## src/rtl/mem_store_unit.sv

```systemverilog
// rtl/mem_store_unit.sv - store unit: lane steering, byte enables and memory write handshake with timeout (optional MISALIGN_EXC_EN)
module mem_store_unit #(
  parameter int ADDR_W   = 32,
  parameter int WAIT_MAX = 15
) (
  input  logic              clk,
  input  logic              rst,
  input  logic              st_req,
  input  logic [1:0]        st_size,
  input  logic [ADDR_W-1:0] st_addr,
  input  logic [31:0]       st_data,
  output logic              st_busy,
  output logic              st_done,
  output logic              st_err,
  output logic              mem_we,
  output logic [ADDR_W-1:0] mem_addr,
  output logic [31:0]       mem_wdata,
  output logic [3:0]        mem_be,
  input  logic              mem_ack
);

  typedef enum logic [1:0] {
    S_IDLE = 2'd0,
    S_WAIT = 2'd1,
    S_ERR  = 2'd2
  } state_t;

  state_t      state;
  logic [7:0]  wait_cnt;

  logic [3:0]  be_nxt;
  logic [31:0] wdata_nxt;
  logic        illegal_nxt;

  // Steer the request onto byte lanes and decide whether it may be issued
  always_comb begin
    be_nxt      = 4'b0000;
    wdata_nxt   = st_data;
    illegal_nxt = 1'b0;
    case (st_size)
      2'b00: begin
        be_nxt    = 4'b0001 << st_addr[1:0];
        wdata_nxt = {4{st_data[7:0]}};
      end
      2'b01: begin
        be_nxt    = st_addr[1] ? 4'b1100 : 4'b0011;
        wdata_nxt = {2{st_data[15:0]}};
`ifdef MISALIGN_EXC_EN
        illegal_nxt = st_addr[0];
`else
        illegal_nxt = 1'b0;
`endif
      end
      2'b10: begin
        be_nxt    = 4'b1111;
        wdata_nxt = st_data;
`ifdef MISALIGN_EXC_EN
        illegal_nxt = |st_addr[1:0];
`else
        illegal_nxt = 1'b0;
`endif
      end
      default: begin
        be_nxt      = 4'b0000;
        wdata_nxt   = st_data;
        illegal_nxt = 1'b1;
      end
    endcase
  end

  // Handshake FSM; every output is registered so the control unit sees clean pulses
  always_ff @(posedge clk) begin
    if (!rst) begin
      state     <= S_IDLE;
      wait_cnt  <= 8'd0;
      st_busy   <= 1'b0;
      st_done   <= 1'b0;
      st_err    <= 1'b0;
      mem_we    <= 1'b0;
      mem_addr  <= '0;
      mem_wdata <= 32'd0;
      mem_be    <= 4'b0000;
    end else begin
      st_done <= 1'b0;
      st_err  <= 1'b0;
      case (state)
        S_IDLE: begin
          if (st_req) begin
            mem_addr  <= {st_addr[ADDR_W-1:2], 2'b00};
            mem_wdata <= wdata_nxt;
            mem_be    <= be_nxt;
            wait_cnt  <= 8'd0;
            st_busy   <= 1'b1;
            if (illegal_nxt) begin
              state  <= S_ERR;
              st_err <= 1'b1;
              mem_we <= 1'b0;
            end else begin
              state  <= S_WAIT;
              mem_we <= 1'b1;
            end
          end
        end
        S_WAIT: begin
          // An ack in the final allowed cycle still completes the store
          if (mem_ack) begin
            state   <= S_IDLE;
            mem_we  <= 1'b0;
            st_busy <= 1'b0;
            st_done <= 1'b1;
          end else if (wait_cnt == 8'(WAIT_MAX)) begin
            state   <= S_IDLE;
            mem_we  <= 1'b0;
            st_busy <= 1'b0;
            st_err  <= 1'b1;
          end else begin
            wait_cnt <= wait_cnt + 8'd1;
          end
        end
        S_ERR: begin
          state   <= S_IDLE;
          st_busy <= 1'b0;
        end
        default: begin
          state   <= S_IDLE;
          mem_we  <= 1'b0;
          st_busy <= 1'b0;
        end
      endcase
    end
  end

endmodule

```

## config.mk

```make
export PLATFORM = sky130hd
export DESIGN_NAME = mem_store_unit
export DESIGN_NICKNAME = d
export VERILOG_FILES = /design/src/rtl/mem_store_unit.sv
export SDC_FILE = /design/constraint.sdc
export NUM_CORES = 1
export LEC_CHECK = 0
export ABC_AREA = 1
export CAP_MARGIN = 20
export CORE_ASPECT_RATIO = 0.8
export CORE_MARGIN = 5
export CORE_UTILIZATION = 42
export DETAILED_ROUTE_END_ITERATION = 10
export PLACE_DENSITY = 0.82
export SYNTH_ARGS = -nofsm -noshare
export SYNTH_HDL_FRONTEND = slang
export SYNTH_SLANG_ARGS = --single-unit
```

## constraint.sdc

```tcl
create_clock -name clk -period 1.4 [get_ports clk]
set_input_delay 0.21 -clock clk [delete_from_list [all_inputs] [get_ports clk]]
set_output_delay 0.21 -clock clk [all_outputs]
set_load 0.03 [all_outputs]
```

Word level (Yosys, flattened, before mapping)
Cells that the tools add are included.

Bits in registers: 80. RAM bits: 0. Memories: 0. Logic and storage cells: 55. Latch bits: 0. Memory bits (read-only): 0. Output and inout port bits: 72.

Mux-type cells: 25. Magnitude comparators: 0. Bitwise operators: 1. Divide/modulo/power cells: 0. Reductions and logical operators: 9. Multipliers: 0. Add/sub/neg operators: 1. Eq/ne operators: 9. Shifts and indexed selects: 1.

Operators by type and width (count): $pmux 32 s2 (1); $mux 8 (3); $pmux 8 s2 (1); $pmux 4 s3 (1); $mux 1 (10); $add 8x1->8 const B (1); $eq 8x4->1 const B (1); $mux 2 (4); $ne 2x2->1 const B (3); $reduce_and 2->1 (3); $eq 2x1->1 const B (2); $eq 2x2->1 const B (2); $logic_not 2->1 (2); $mux 4 (1); $pmux 1 s2 (2); $pmux 2 s2 (1); $reduce_and 4->1 (1); $shl 1x2->4 const A (1); $ne 3x3->1 const B (1); $pmux 1 s3 (1); $reduce_and 3->1 (1); $reduce_or 3->1 (1); $reduce_bool 2->1 (1); $not 1->1 (1).

Logic depth before layout (Yosys ltp)
Depth after elaboration: 5. Gate-level depth with buffers: 9.

Least setup slack after synthesis
Ideal clock, no wire load.

Kind: register -> register. From: register wait_cnt[0]. To: register wait_cnt[5]. Library setup time: 0.113 ns. Path buffers: 1. Data arrival time: 1.178 ns. Path slack: 0.109 ns. Required time: 1.287 ns. Stages on the path, launching flop included: 10. Cells stage by stage: dfxtp_1 ha_1 nand3_2 nor2_1 nand2_1 buf_6 nand3_2 nand2_1 nand2_1 nor2_1.

Word-level cells in the longest chain between the ends: 4. Elaborated cells between the ends (all ways): 7. Classes of those cells: 1 x add/sub; 2 x eq/ne; 3 x mux; 1 x reduce/logical.

Ends and longest elaborated chain: from (decl) (line 29) `logic [7:0] wait_cnt;`; from (signal assigned) (line 117) `wait_cnt <= wait_cnt + 8'd1;`; $add 8x1->8 (line 117); $mux 8 (line 111) `end else if (wait_cnt == 8'(WAIT_MAX)) begin`; $mux 8 (line 106) `if (mem_ack) begin`; $pmux 8 s2 (line 86) `case (state)`.

Parallel ways exist; a longest one is shown, timed or not. The select of a mux whose other input is x is not followed. A chain may end at the register's enable or synchronous reset.

Final worst setup path
From: register state[0]. To: register wait_cnt[0].

Word-level cells in the longest chain between the ends: 3. Elaborated cells between the ends (all ways): 8. Classes of those cells: 4 x eq/ne; 1 x mux; 3 x reduce/logical.

Ends and longest elaborated chain: from (decl) (line 28) `state_t state;`; from (signal assigned) (line 74) `state <= S_IDLE;`; from (signal assigned) (line 95) `state <= S_ERR;`; from (signal assigned) (line 99) `state <= S_WAIT;`; $eq 2x1->1 or $logic_not 2->1 (tied branches) (line 86); $ne 2x2->1 (no line) or $reduce_bool 2->1 (tied branches); $reduce_and 4->1 (no line).

Parallel ways exist; a longest one is shown, timed or not.

==> flow_summary_export.csv <==
group,metric,value,unit
logic_synthesis,yosys_register_bits,80,
cells_and_area,syn2layout_area_growth,54.6,%
run,drv_cap,0,
critical_path,crit_path_end_kind,"flip-flop",
route,drt-initial-drc-count,150,
route,num_vias,3463,
worst_hold_path,hp-class,"in2reg",
timing,worst_hold_slack,0.228,ns
route,wl_per_cell,14.2,µm
critical_path,slowest_delay,0.45,ns
cells_and_area,final_util,67.2,%
placement,place.gp.congestion,0.848,
clocking,cts_max_path_buffers,2,
critical_path,cp_max_fo,9,
clocking,cts_tree,"done",
route,drtPass1Iterations,5,
grt,grt_pass1_wl,15900,µm
cells_and_area,layoutNonFillerInstCount,696,
grt,globalRoute.totalOverflow,0,
critical_path,start_kind,"flip-flop",
logic_synthesis,synth.avg_cell_area,7.44,µm²
grt,antenna_found_initial,0,
grt,grt_usage,20.9,%
critical_path,critical_path.top_delay_family,"compound AO/OA/AOI/OAI gates",
grt,grt_pass1_vias,3361,
cells_and_area,final.fill_count,688,
logic_synthesis,netlist_area,3240,µm²
clocking,clock_latency,0.35,ns
logic_synthesis,yosysWarnings,0,
route,detail_route.wirelength,9900,µm
clocking,cts_htree_levels,3,
placement,hpwl,7250,µm
clocking,numCtsBuffers,9,
clocking,holdBufCountCts,0,
floorplanning,die_area,9590,µm²
floorplanning,ios,142,
route,via_per_inst,4.98,
floorplanning,fp-row-count,28,
floorplanning,initial_core_util,43.5,%
floorplanning,die_w,108,µm
pwr,ir_drop,0.000546,V
timing,period_minus_slack,1.33,ns
clocking,cts-root-buf,"clkbuf_8",
logic_synthesis,yosysTopAreaCellShare,49.4,%
logic_synthesis,synth_area_leaders,"dfxtp_1 49%, nor2_1 11%, o21ai_0 10%, nand2_1 8.6%, a31oi_1 4.0%",
route,drtAntennaViolNets,0,
logic_synthesis,synthCells,436,
floorplanning,die_h,88.6,µm
placement,numPortBuffers,139,
logic_synthesis,synth_top_area_cell,"dfxtp_1",
grt,grt_max_degree,53,
clocking,cts.clk_slew.worst_paths,0.08,ns
critical_path,slowest_stage,"dfxtp_1",
timing,setup_viol,0,
timing,drv_slew,0,
timing,hold_viol,0,
clocking,cts_num_sinks,80,
pwr,p_per_area,1110,nW/µm²
timing,finClkSkew,0.0126,ns
critical_path,path_class,"reg2reg",
critical_path,crit_path_cell_trace,"nand2_2, o21ai_4, buf_4, nand3_1, a21oi_1",
cells_and_area,num-nets-final,657,
logic_synthesis,yosysUniqueCellTypes,30,
cells_and_area,regArea,1600,µm²
critical_path,worstPathRequired,1.67,ns
floorplanning,core_area,7460,µm²
timing,timing.fmax,0.750,GHz
cells_and_area,drive_gt1_share,10.8,%
pwr,p_leak,2.26,nW
route,drc,0,
cells_and_area,multi_input_area,1470,µm²
cells_and_area,num_antenna_cells,0,
critical_path,arrival,1.61,ns
logic_synthesis,synth-seq-area-share,49.4,%
placement,dp_cells,676,
timing,period_share,95.2,%
outcome,status,"complete, no violations",
critical_path,cp_num_buf_inv,1,
## routing by layer
metal  vias to the layer above  GRT usage (%)  routed length (µm)
li1                       1739              -                   -
met1                      1577           25.2                4330
met2                       128           35.1                4630
met3                        19           6.56                 748
met4                         0           8.49                 187
met5                         -              0                   0
## cells by family after synthesis
logic type                 synth area share, %
other                                    0.116
adders and majority gates                0.386
buffers and inverters                     6.79
and+or+nand+nor                           24.2
DFF                                       49.4
AOI/OAI and AO/OA                         19.2
## sequential cells by signal, indices dropped and copies added (netlist names)
register,cells
mem_wdata,32
st_err,1
mem_we,1
mem_be,4
wait_cnt,8
mem_addr,30
st_busy,1
st_done,1
state,2
## per-stage QoR
stage | instance area (µm²) | setup TNS [ns] | power, W | worst slack [ns]
finish | 5020 | 0 | 0.00557 | 0.0670
global route | 5020 | -0.0241 | 0.00586 | -0.0138
CTS | 4940 | 0 | 0.00560 | 0.0122
detailed placement | 4820 | -7.72 | 0.00404 | -0.333
global placement | 4820 | -7.30 | 0.00401 | -0.259
floorplan | 3250 | 0 | 0.00335 | 0.109
## path summary, 6_finish.rpt
check / start / endpoint / slack [ns] / cells past startpoint
setup / recovery: state[0] / wait_cnt[0] / 0.07 / 5
hold / removal: rst / mem_addr[4] / 0.23 / 3
setup reg to reg: state[0] / wait_cnt[0] / 0.07 / 5
hold reg to reg: mem_be[3] / mem_be[3] / 0.46 / 2
## power breakdown
part           switching [W]  internal, W  leakage (nW)
registers          0.0000833      0.00245         0.662
clock network       0.000838     0.000834         0.101
logic               0.000820     0.000539          1.50
total                0.00174      0.00383          2.26
## Yosys cell counts (all sizes together)
cell and count:
or2 2, buf 17, clkbuf 11, dfxtp 80, nand2 76, a21boi 1, ha 1, nor3 1
nor3b 1, nand3 10, a31oi 21, o21ai 70, nand4 3, a21oi 25, inv 17, nand3b 1
conb 1, nor2 98
## placed cells by master (no fill, tap or decap), drive strengths merged, types with 10 or more instances in the layout
cell,instances
nand3,10
inv,19
nor2,98
nand2,76
o21ai,70
buf,28
clkdlybuf4s50,68
dlygate4sd2,70
a31oi,21
dfxtp,80
clkbuf,10
a21oi,25
## final cells by class
cell class	count	share of cell area, %
clock buffer	10	2.54
clock inverter	6	1.32
inverter	17	1.37
multi-input combinational	312	29.4
sequential	80	32.0
tap	105	2.62
timing repair buffer	166	30.8
## what timing repair did
item                       in CTS  in global routing
setup endpoints to repair      77                 37
setup buffers                   0                  4
resized for setup              72                 15
pin swaps                       0                  3
## worst reg2reg max path, delay by kind of cell, from the launching register on
kind / cells / cell delay [ns]
compound gates: 2 / 0.45
buf+inv: 1 / 0.17
flops: 1 / 0.45
simple gates: 2 / 0.20
Power figures use the tool's default switching activity.
